<file path="config.mk">
export PLATFORM = sky130hd
export DESIGN_NAME = icache_stream_prefetcher_flat
export DESIGN_NICKNAME = d
export VERILOG_FILES = /design/src/rtl/icache_stream_prefetcher_if.sv /design/src/rtl/icache_stream_prefetcher.sv /design/src/flat_wrapper.sv
export SDC_FILE = /design/constraint.sdc
export NUM_CORES = 1
export LEC_CHECK = 0
export BUFFER_PORTS_ARGS = -buffer_cell sky130_fd_sc_hd__buf_2
export CELL_PAD_IN_SITES_DETAIL_PLACEMENT = 2
export CELL_PAD_IN_SITES_GLOBAL_PLACEMENT = 2
export CORE_MARGIN = 2
export CORE_UTILIZATION = 45
export CTS_BUF_LIST = sky130_fd_sc_hd__clkbuf_2
export DETAILED_ROUTE_END_ITERATION = 10
export PLACE_DENSITY = 0.79
export SYNTH_ARGS = -nofsm -noshare
export SYNTH_HDL_FRONTEND = slang
export SYNTH_SLANG_ARGS = --single-unit
</file>
<file path="constraint.sdc">
create_clock -name clk -period 7.95 [get_ports clk]
set_input_delay 0.3975 -clock clk [delete_from_list [all_inputs] [get_ports clk]]
set_output_delay 0.3975 -clock clk [all_outputs]
set_load 0.02 [all_outputs]
</file>
<file path="src/rtl/icache_stream_prefetcher_if.sv">
// Miss-report and prefetch-request channels of the icache stream prefetcher.
// master = prefetch engine side, slave = MSHR / request arbiter side.
interface icache_stream_prefetcher_if #(
    parameter int ADDR_WIDTH  = 32,
    parameter int TXNID_WIDTH = 8
);
    logic                   miss_vld;
    logic [ADDR_WIDTH-1:0]  miss_addr;
    logic [TXNID_WIDTH-1:0] miss_txnid;
    logic                   miss_rdy;

    logic                   pref_req_vld;
    logic [ADDR_WIDTH-1:0]  pref_req_addr;
    logic [TXNID_WIDTH-1:0] pref_req_txnid;
    logic [7:0]             pref_req_opcode;
    logic                   pref_req_rdy;

    modport master (
        input  miss_vld,
        input  miss_addr,
        input  miss_txnid,
        output miss_rdy,
        output pref_req_vld,
        output pref_req_addr,
        output pref_req_txnid,
        output pref_req_opcode,
        input  pref_req_rdy
    );

    modport slave (
        output miss_vld,
        output miss_addr,
        output miss_txnid,
        input  miss_rdy,
        input  pref_req_vld,
        input  pref_req_addr,
        input  pref_req_txnid,
        input  pref_req_opcode,
        output pref_req_rdy
    );
endinterface

</file>
<file path="src/rtl/icache_stream_prefetcher.sv">
// Next-line stream prefetcher: each accepted miss spawns PREF_DEGREE
// sequential line prefetches, buffered in a drop-oldest FIFO.
module icache_stream_prefetcher #(
    parameter int ADDR_WIDTH     = 32,
    parameter int TXNID_WIDTH    = 8,
    parameter int LINE_BYTES     = 64,
    parameter int PREF_DEGREE    = 2,
    parameter int FIFO_DEPTH     = 8,
    parameter int PREF_OPCODE    = 1,
    parameter int DROP_CNT_WIDTH = 16
) (
    input  logic                            clk,
    input  logic                            rst_n,
    input  logic                            pf_en,
    input  logic                            pf_flush,
    icache_stream_prefetcher_if.master      bus,
    output logic [$clog2(FIFO_DEPTH):0]     occupancy,
    output logic [DROP_CNT_WIDTH-1:0]       drop_cnt
);
    localparam int OFF_W = $clog2(LINE_BYTES);
    localparam int IDX_W = $clog2(FIFO_DEPTH);
    localparam int PTR_W = IDX_W + 1;
    localparam int K_W   = $clog2(PREF_DEGREE + 1);

    typedef enum logic { IDLE, GEN } state_e;

    state_e                  state_q, state_d;
    logic [ADDR_WIDTH-1:0]   base_q, base_d;
    logic [TXNID_WIDTH-1:0]  txnid_q, txnid_d;
    logic [K_W-1:0]          k_q, k_d;
    logic                    tag_vld_q, tag_vld_d;
    logic [ADDR_WIDTH-1:0]   tag_q, tag_d;
    logic [PTR_W-1:0]        wr_ptr_q, wr_ptr_d;
    logic [PTR_W-1:0]        rd_ptr_q, rd_ptr_d;
    logic [DROP_CNT_WIDTH-1:0] drop_q, drop_d;

    logic [ADDR_WIDTH-1:0]   mem_addr_q  [FIFO_DEPTH];
    logic [TXNID_WIDTH-1:0]  mem_txnid_q [FIFO_DEPTH];

    logic [ADDR_WIDTH-1:0]   cand;
    logic [PTR_W-1:0]        occ;
    logic                    empty;
    logic                    full;
    logic                    accept;
    logic                    push;
    logic                    pop;
    logic                    overwrite;
    logic [IDX_W-1:0]        rd_idx;

    // Flush and reset both block miss acceptance combinationally.
    assign bus.miss_rdy = rst_n && !pf_flush && (state_q == IDLE);

    // Candidate generation, FIFO bookkeeping and next-state selection.
    always_comb begin
        cand      = base_q + (ADDR_WIDTH'(k_q) << OFF_W);
        occ       = wr_ptr_q - rd_ptr_q;
        empty     = (occ == '0);
        full      = (occ == PTR_W'(FIFO_DEPTH));
        accept    = bus.miss_vld && bus.miss_rdy;
        push      = (state_q == GEN) && !(tag_vld_q && (cand == tag_q));
        pop       = !empty && bus.pref_req_rdy;
        overwrite = push && full && !pop;

        state_d   = state_q;
        base_d    = base_q;
        txnid_d   = txnid_q;
        k_d       = k_q;
        tag_vld_d = tag_vld_q;
        tag_d     = tag_q;
        wr_ptr_d  = wr_ptr_q;
        rd_ptr_d  = rd_ptr_q;
        drop_d    = drop_q;

        unique case (state_q)
            IDLE: begin
                if (accept && pf_en) begin
                    base_d  = bus.miss_addr & ~ADDR_WIDTH'(LINE_BYTES - 1);
                    txnid_d = bus.miss_txnid;
                    k_d     = K_W'(1);
                    state_d = GEN;
                end
            end
            GEN: begin
                if (k_q == K_W'(PREF_DEGREE)) begin
                    state_d = IDLE;
                end else begin
                    k_d = k_q + K_W'(1);
                end
            end
            default: state_d = IDLE;
        endcase

        if (push) begin
            tag_vld_d = 1'b1;
            tag_d     = cand;
            wr_ptr_d  = wr_ptr_q + PTR_W'(1);
        end

        // A full FIFO without a pop loses its oldest entry to the new push.
        if (pop || overwrite) begin
            rd_ptr_d = rd_ptr_q + PTR_W'(1);
        end

        if (overwrite && (drop_q != '1)) begin
            drop_d = drop_q + DROP_CNT_WIDTH'(1);
        end

        if (pf_flush) begin
            state_d   = IDLE;
            tag_vld_d = 1'b0;
            wr_ptr_d  = '0;
            rd_ptr_d  = '0;
        end
    end

    // Control state registers with synchronous reset.
    always_ff @(posedge clk) begin
        if (!rst_n) begin
            state_q   <= IDLE;
            base_q    <= '0;
            txnid_q   <= '0;
            k_q       <= '0;
            tag_vld_q <= 1'b0;
            tag_q     <= '0;
            wr_ptr_q  <= '0;
            rd_ptr_q  <= '0;
            drop_q    <= '0;
        end else begin
            state_q   <= state_d;
            base_q    <= base_d;
            txnid_q   <= txnid_d;
            k_q       <= k_d;
            tag_vld_q <= tag_vld_d;
            tag_q     <= tag_d;
            wr_ptr_q  <= wr_ptr_d;
            rd_ptr_q  <= rd_ptr_d;
            drop_q    <= drop_d;
        end
    end

    // Payload storage; contents are don't-care until written.
    always_ff @(posedge clk) begin
        if (rst_n && !pf_flush && push) begin
            mem_addr_q[wr_ptr_q[IDX_W-1:0]]  <= cand;
            mem_txnid_q[wr_ptr_q[IDX_W-1:0]] <= txnid_q;
        end
    end

    assign rd_idx              = rd_ptr_q[IDX_W-1:0];
    assign bus.pref_req_vld    = !empty;
    assign bus.pref_req_addr   = empty ? '0 : mem_addr_q[rd_idx];
    assign bus.pref_req_txnid  = empty ? '0 : mem_txnid_q[rd_idx];
    assign bus.pref_req_opcode = 8'(PREF_OPCODE);
    assign occupancy           = occ;
    assign drop_cnt            = drop_q;
endmodule
</file>
<file path="src/flat_wrapper.sv">
// flat-port wrapper written by rule: the top's interface ports become plain ports
module icache_stream_prefetcher_flat 
#(
    parameter int ADDR_WIDTH     = 32,
    parameter int TXNID_WIDTH    = 8,
    parameter int LINE_BYTES     = 64,
    parameter int PREF_DEGREE    = 2,
    parameter int FIFO_DEPTH     = 8,
    parameter int PREF_OPCODE    = 1,
    parameter int DROP_CNT_WIDTH = 16
)
  (clk, rst_n, pf_en, pf_flush, occupancy, drop_cnt, bus_miss_vld, bus_miss_addr, bus_miss_txnid, bus_miss_rdy, bus_pref_req_vld, bus_pref_req_addr, bus_pref_req_txnid, bus_pref_req_opcode, bus_pref_req_rdy);
  icache_stream_prefetcher_if #(.ADDR_WIDTH(ADDR_WIDTH), .TXNID_WIDTH(TXNID_WIDTH)) bus_i ();
  input  logic clk;
  input  logic rst_n;
  input  logic pf_en;
  input  logic pf_flush;
  output logic [$clog2(FIFO_DEPTH):0] occupancy;
  output logic [DROP_CNT_WIDTH-1:0] drop_cnt;
  input wire logic [$bits(bus_i.miss_vld)-1:0] bus_miss_vld;
  input wire logic [$bits(bus_i.miss_addr)-1:0] bus_miss_addr;
  input wire logic [$bits(bus_i.miss_txnid)-1:0] bus_miss_txnid;
  output wire logic [$bits(bus_i.miss_rdy)-1:0] bus_miss_rdy;
  output wire logic [$bits(bus_i.pref_req_vld)-1:0] bus_pref_req_vld;
  output wire logic [$bits(bus_i.pref_req_addr)-1:0] bus_pref_req_addr;
  output wire logic [$bits(bus_i.pref_req_txnid)-1:0] bus_pref_req_txnid;
  output wire logic [$bits(bus_i.pref_req_opcode)-1:0] bus_pref_req_opcode;
  input wire logic [$bits(bus_i.pref_req_rdy)-1:0] bus_pref_req_rdy;
  assign bus_i.miss_vld = bus_miss_vld;
  assign bus_i.miss_addr = bus_miss_addr;
  assign bus_i.miss_txnid = bus_miss_txnid;
  assign bus_miss_rdy = bus_i.miss_rdy;
  assign bus_pref_req_vld = bus_i.pref_req_vld;
  assign bus_pref_req_addr = bus_i.pref_req_addr;
  assign bus_pref_req_txnid = bus_i.pref_req_txnid;
  assign bus_pref_req_opcode = bus_i.pref_req_opcode;
  assign bus_i.pref_req_rdy = bus_pref_req_rdy;
  icache_stream_prefetcher #(.ADDR_WIDTH(ADDR_WIDTH), .TXNID_WIDTH(TXNID_WIDTH), .LINE_BYTES(LINE_BYTES), .PREF_DEGREE(PREF_DEGREE), .FIFO_DEPTH(FIFO_DEPTH), .PREF_OPCODE(PREF_OPCODE), .DROP_CNT_WIDTH(DROP_CNT_WIDTH)) u_core (.clk(clk), .rst_n(rst_n), .pf_en(pf_en), .pf_flush(pf_flush), .bus(bus_i), .occupancy(occupancy), .drop_cnt(drop_cnt));
endmodule
</file>
==> flow_metrics.env <==
export IMPL_status="completed"
export IMPL_required_ns=8.47
export IMPL_port_buffer_count=95
export IMPL_syn_mean_instance_area_um2=14.3
export IMPL_fin_crit_sh_pct=69.6
export IMPL_drt_initial_drc_count=550
export IMPL_hpwl_um=26500
export IMPL_cap_violations=0
export IMPL_period_needed_ns=5.54
export IMPL_layout_nets=1329
export IMPL_via_per_inst=5.69
export IMPL_synth_area_um2=15500
export IMPL_track_usage_pct=26.9
export IMPL_setup_worst_path_class="register to register"
export IMPL_cts_tree="built"
export IMPL_hold_violations=0
export IMPL_die_h_um=190
export IMPL_synth_distinct_cells=66
export IMPL_tns_ns=0
export IMPL_synth_seq_cells=363
export IMPL_cts_buffers_inserted=96
export IMPL_drt_first_pass_iters=4
export IMPL_gp_congestion=0.862
export IMPL_synth_top_family_by_area="multiplexers"
export IMPL_arrival_ns=6.06
export IMPL_antenna_found_initial=2
export IMPL_p_per_area_nw_per_um2=204
export IMPL_totalWireLength_um=49100
export IMPL_cts_sinks=363
export IMPL_startpoint_type="register"
export IMPL_fin_area_um2=17700
export IMPL_synth_main_ff_cell="edfxtp_1"
export IMPL_synth_simple_gate_area_share_pct=10.1
export IMPL_drive_gt1_share_pct=26.7
export IMPL_dpl_cell_area_um2=16400
export IMPL_synth_seq_area_share_pct=64.4
export IMPL_grt_setup_unrepaired="no"
export IMPL_fin_skew_ns=0.122
export IMPL_drv_slew=0
export IMPL_holdCritPathClass="primary input to register"
export IMPL_finalNonFillerCells=1805
export IMPL_drcViolationCount=0
export IMPL_clk_path_buf_depth=3
export IMPL_slew_headroom_pct=15.7
export IMPL_finalSetupViolations=0
export IMPL_fp_dieW_um=190
export IMPL_grt_pass1_vias=11500
export IMPL_synth_compound_area_share_pct=4.52
export IMPL_fillers=3265
export IMPL_cts_setup_buffers=0
export IMPL_dp_cells=1583
export IMPL_worst_setup_path_end_kind="register"
export IMPL_tightest_slew_ns=1.25
export IMPL_initial_utilization_pct=46.0
export IMPL_synth_area_mux_share_pct=14.1
export IMPL_clock_latency_ns=1.04
export IMPL_route_detailed_wl_per_inst_um=27.2
export IMPL_gr_total_overflow=0
export IMPL_utilization_pct=52.6
export IMPL_postSynthCellCount=1087
export IMPL_clk_pin_slew_worst_paths_ns=0.12
export IMPL_synth_edf_count=272
export IMPL_synth_xor_area_share_pct=2.83
export IMPL_grt_max_degree=72
export IMPL_io_pins=116
export IMPL_grt_pass1_wl_um=72200
export IMPL_yosys_area_share_adder_pct=0.984
export IMPL_p_leak_uw=0.00616
export IMPL_cts_root_buf="clkbuf_2"
export IMPL_crit_fanout=34
export IMPL_synthToLayoutAreaGrowth_pct=14.4
export IMPL_vdd_drop_max_v=0.0000940
export IMPL_max_freq_ghz=0.181
export IMPL_core_um2=33700
export IMPL_ys_warn_count=0
export IMPL_die_area_um2=36000
export IMPL_via_count=10300
export IMPL_async_flop_share_pct=0
export IMPL_rows=67
export IMPL_htreeDepth=3
export IMPL_fin_hold_ws_ns=0.0611
export IMPL_ant_nets=0
[critical path, stage by stage, from the launching register on]
cell and delay (ns):
dfxtp_1 0.39, ha_1 0.24, inv_1 0.07, fa_1 0.49, and3b_1 0.33, nand3_1 0.13
xnor2_1 0.83, a21oi_1 0.17, a2111o_1 0.47, nor4_4 0.51, a21o_1 0.58, nor2_1 0.20
and4_2 0.66
[layout by cell type (no fill, tap or decap), types with 3 or more instances in the layout]
cell type      instances
and2_1                 9
nor2b_1               11
bufinv_16              3
diode_2                3
nor2_1                88
conb_1                14
inv_2                  4
nor4_1                 9
mux2i_1               66
edfxtp_1             272
nand3_1               15
dlygate4sd3_1         39
or4_1                  3
buf_2                 95
and3_1                10
a21o_1                 4
nor4_2                 5
and4_1                 4
and4_2                 4
clkinv_1              27
o211ai_1               3
xnor2_1               30
buf_4                 12
ha_1                   9
dfxtp_1               88
nand4_1               15
o31ai_1                3
clkbuf_2             142
mux4_2                68
xor2_1                15
nor3_1                13
o21ai_0                3
inv_1                 33
nand2_1              104
nand2b_1              14
a31o_2                 4
a211oi_1               8
a21oi_1               53
a31oi_1                6
[flip-flops by register name, indices dropped and copies added, names as in the netlist, named ones only]
register and count:
u_core.drop_cnt 16, u_core.mem_txnid_q 64, u_core.txnid_q 8, u_core.state_q 1, u_core.wr_ptr_q 4, u_core.rd_ptr_q 4, u_core.k_q 2, u_core.tag_q 26
u_core.mem_addr_q 208, u_core.base_q 26, u_core.tag_vld_q 1
[per-stage QoR]
step                setup WS, ns  total power (uW)
floorplan                   1.33              2130
global placement            2.81              2160
detailed placement          2.62              2160
CTS                         2.44              3610
global route                2.14              3760
finish                      2.41              3630
[power breakdown]
group / internal (uW) / switching (uW) / leakage, uW / total [uW]
logic: 39.8 / 66.7 / 0.00226 / 107
registers: 2020 / 10.6 / 0.00320 / 2030
clock network: 584 / 903 / 0.000704 / 1490
[what timing repair did]
| action | in CTS | in global routing |
|---|---|---|
| gates resized for setup | 0 | 0 |
| hold endpoints to repair | 55 | 0 |
| hold buffers | 39 | 0 |
[kinds of logic after synthesis]
| group | Yosys count |
|---|---|
| AO/OA/AOI/OAI | 105 |
| adder cells (fa/ha/maj) | 11 |
| flip-flops | 363 |
| multiplexers | 134 |
| AND/OR/NAND/NOR | 320 |
| buffers and inverters | 105 |
| XOR/XNOR | 47 |
| other | 2 |
[layout make-up]
| type | count | area (um2) | share of cell area [%] |
|---|---|---|---|
| multi-input cells | 631 | 5140 | 29.0 |
| inverters | 34 | 128 | 0.719 |
| clock inverters | 38 | 238 | 1.34 |
| clock buffers | 142 | 711 | 4.01 |
| repair buffers | 146 | 956 | 5.39 |
| diodes | 3 | 7.51 | 0.0423 |
| flip-flops and latches | 363 | 10000 | 56.3 |
| well taps | 448 | 561 | 3.16 |
[path summary, 6_finish.rpt]
check	startpoint	endpoint	slack [ns]	cells past startpoint
setup reg to reg	u_core.k_q[0]	u_core.mem_addr_q[5][16]	2.41	12
hold / removal	bus_miss_vld	u_core.base_q[29]	0.06	5
setup / recovery	u_core.k_q[0]	u_core.mem_addr_q[5][16]	2.41	12
hold reg to reg	u_core.base_q[6]	u_core.base_q[6]	0.47	2
[layer usage]
layer  share of wire (%)  vias up  global-route usage [%]
met1                  42     5383                    34.6
met4                 2.3        0                    8.50
met5                   0        -                       0
met2                  51      327                    46.7
li1                    -     4484                       -
met3                 4.6       77                    4.52
[cells in the mapped netlist (30+ instances only)]
master / count / share of area (%)
dfxtp_1: 91 / 12
edfxtp_1: 272 / 53
inv_1: 33 / 0.80
xnor2_1: 30 / 1.7
mux2i_1: 66 / 4.3
nor2_1: 89 / 2.2
nand2_1: 104 / 2.5
a21oi_1: 53 / 1.7
mux4_2: 68 / 9.9
clkbuf_1: 45 / 1.1
(Power assumes the default switching activity.)
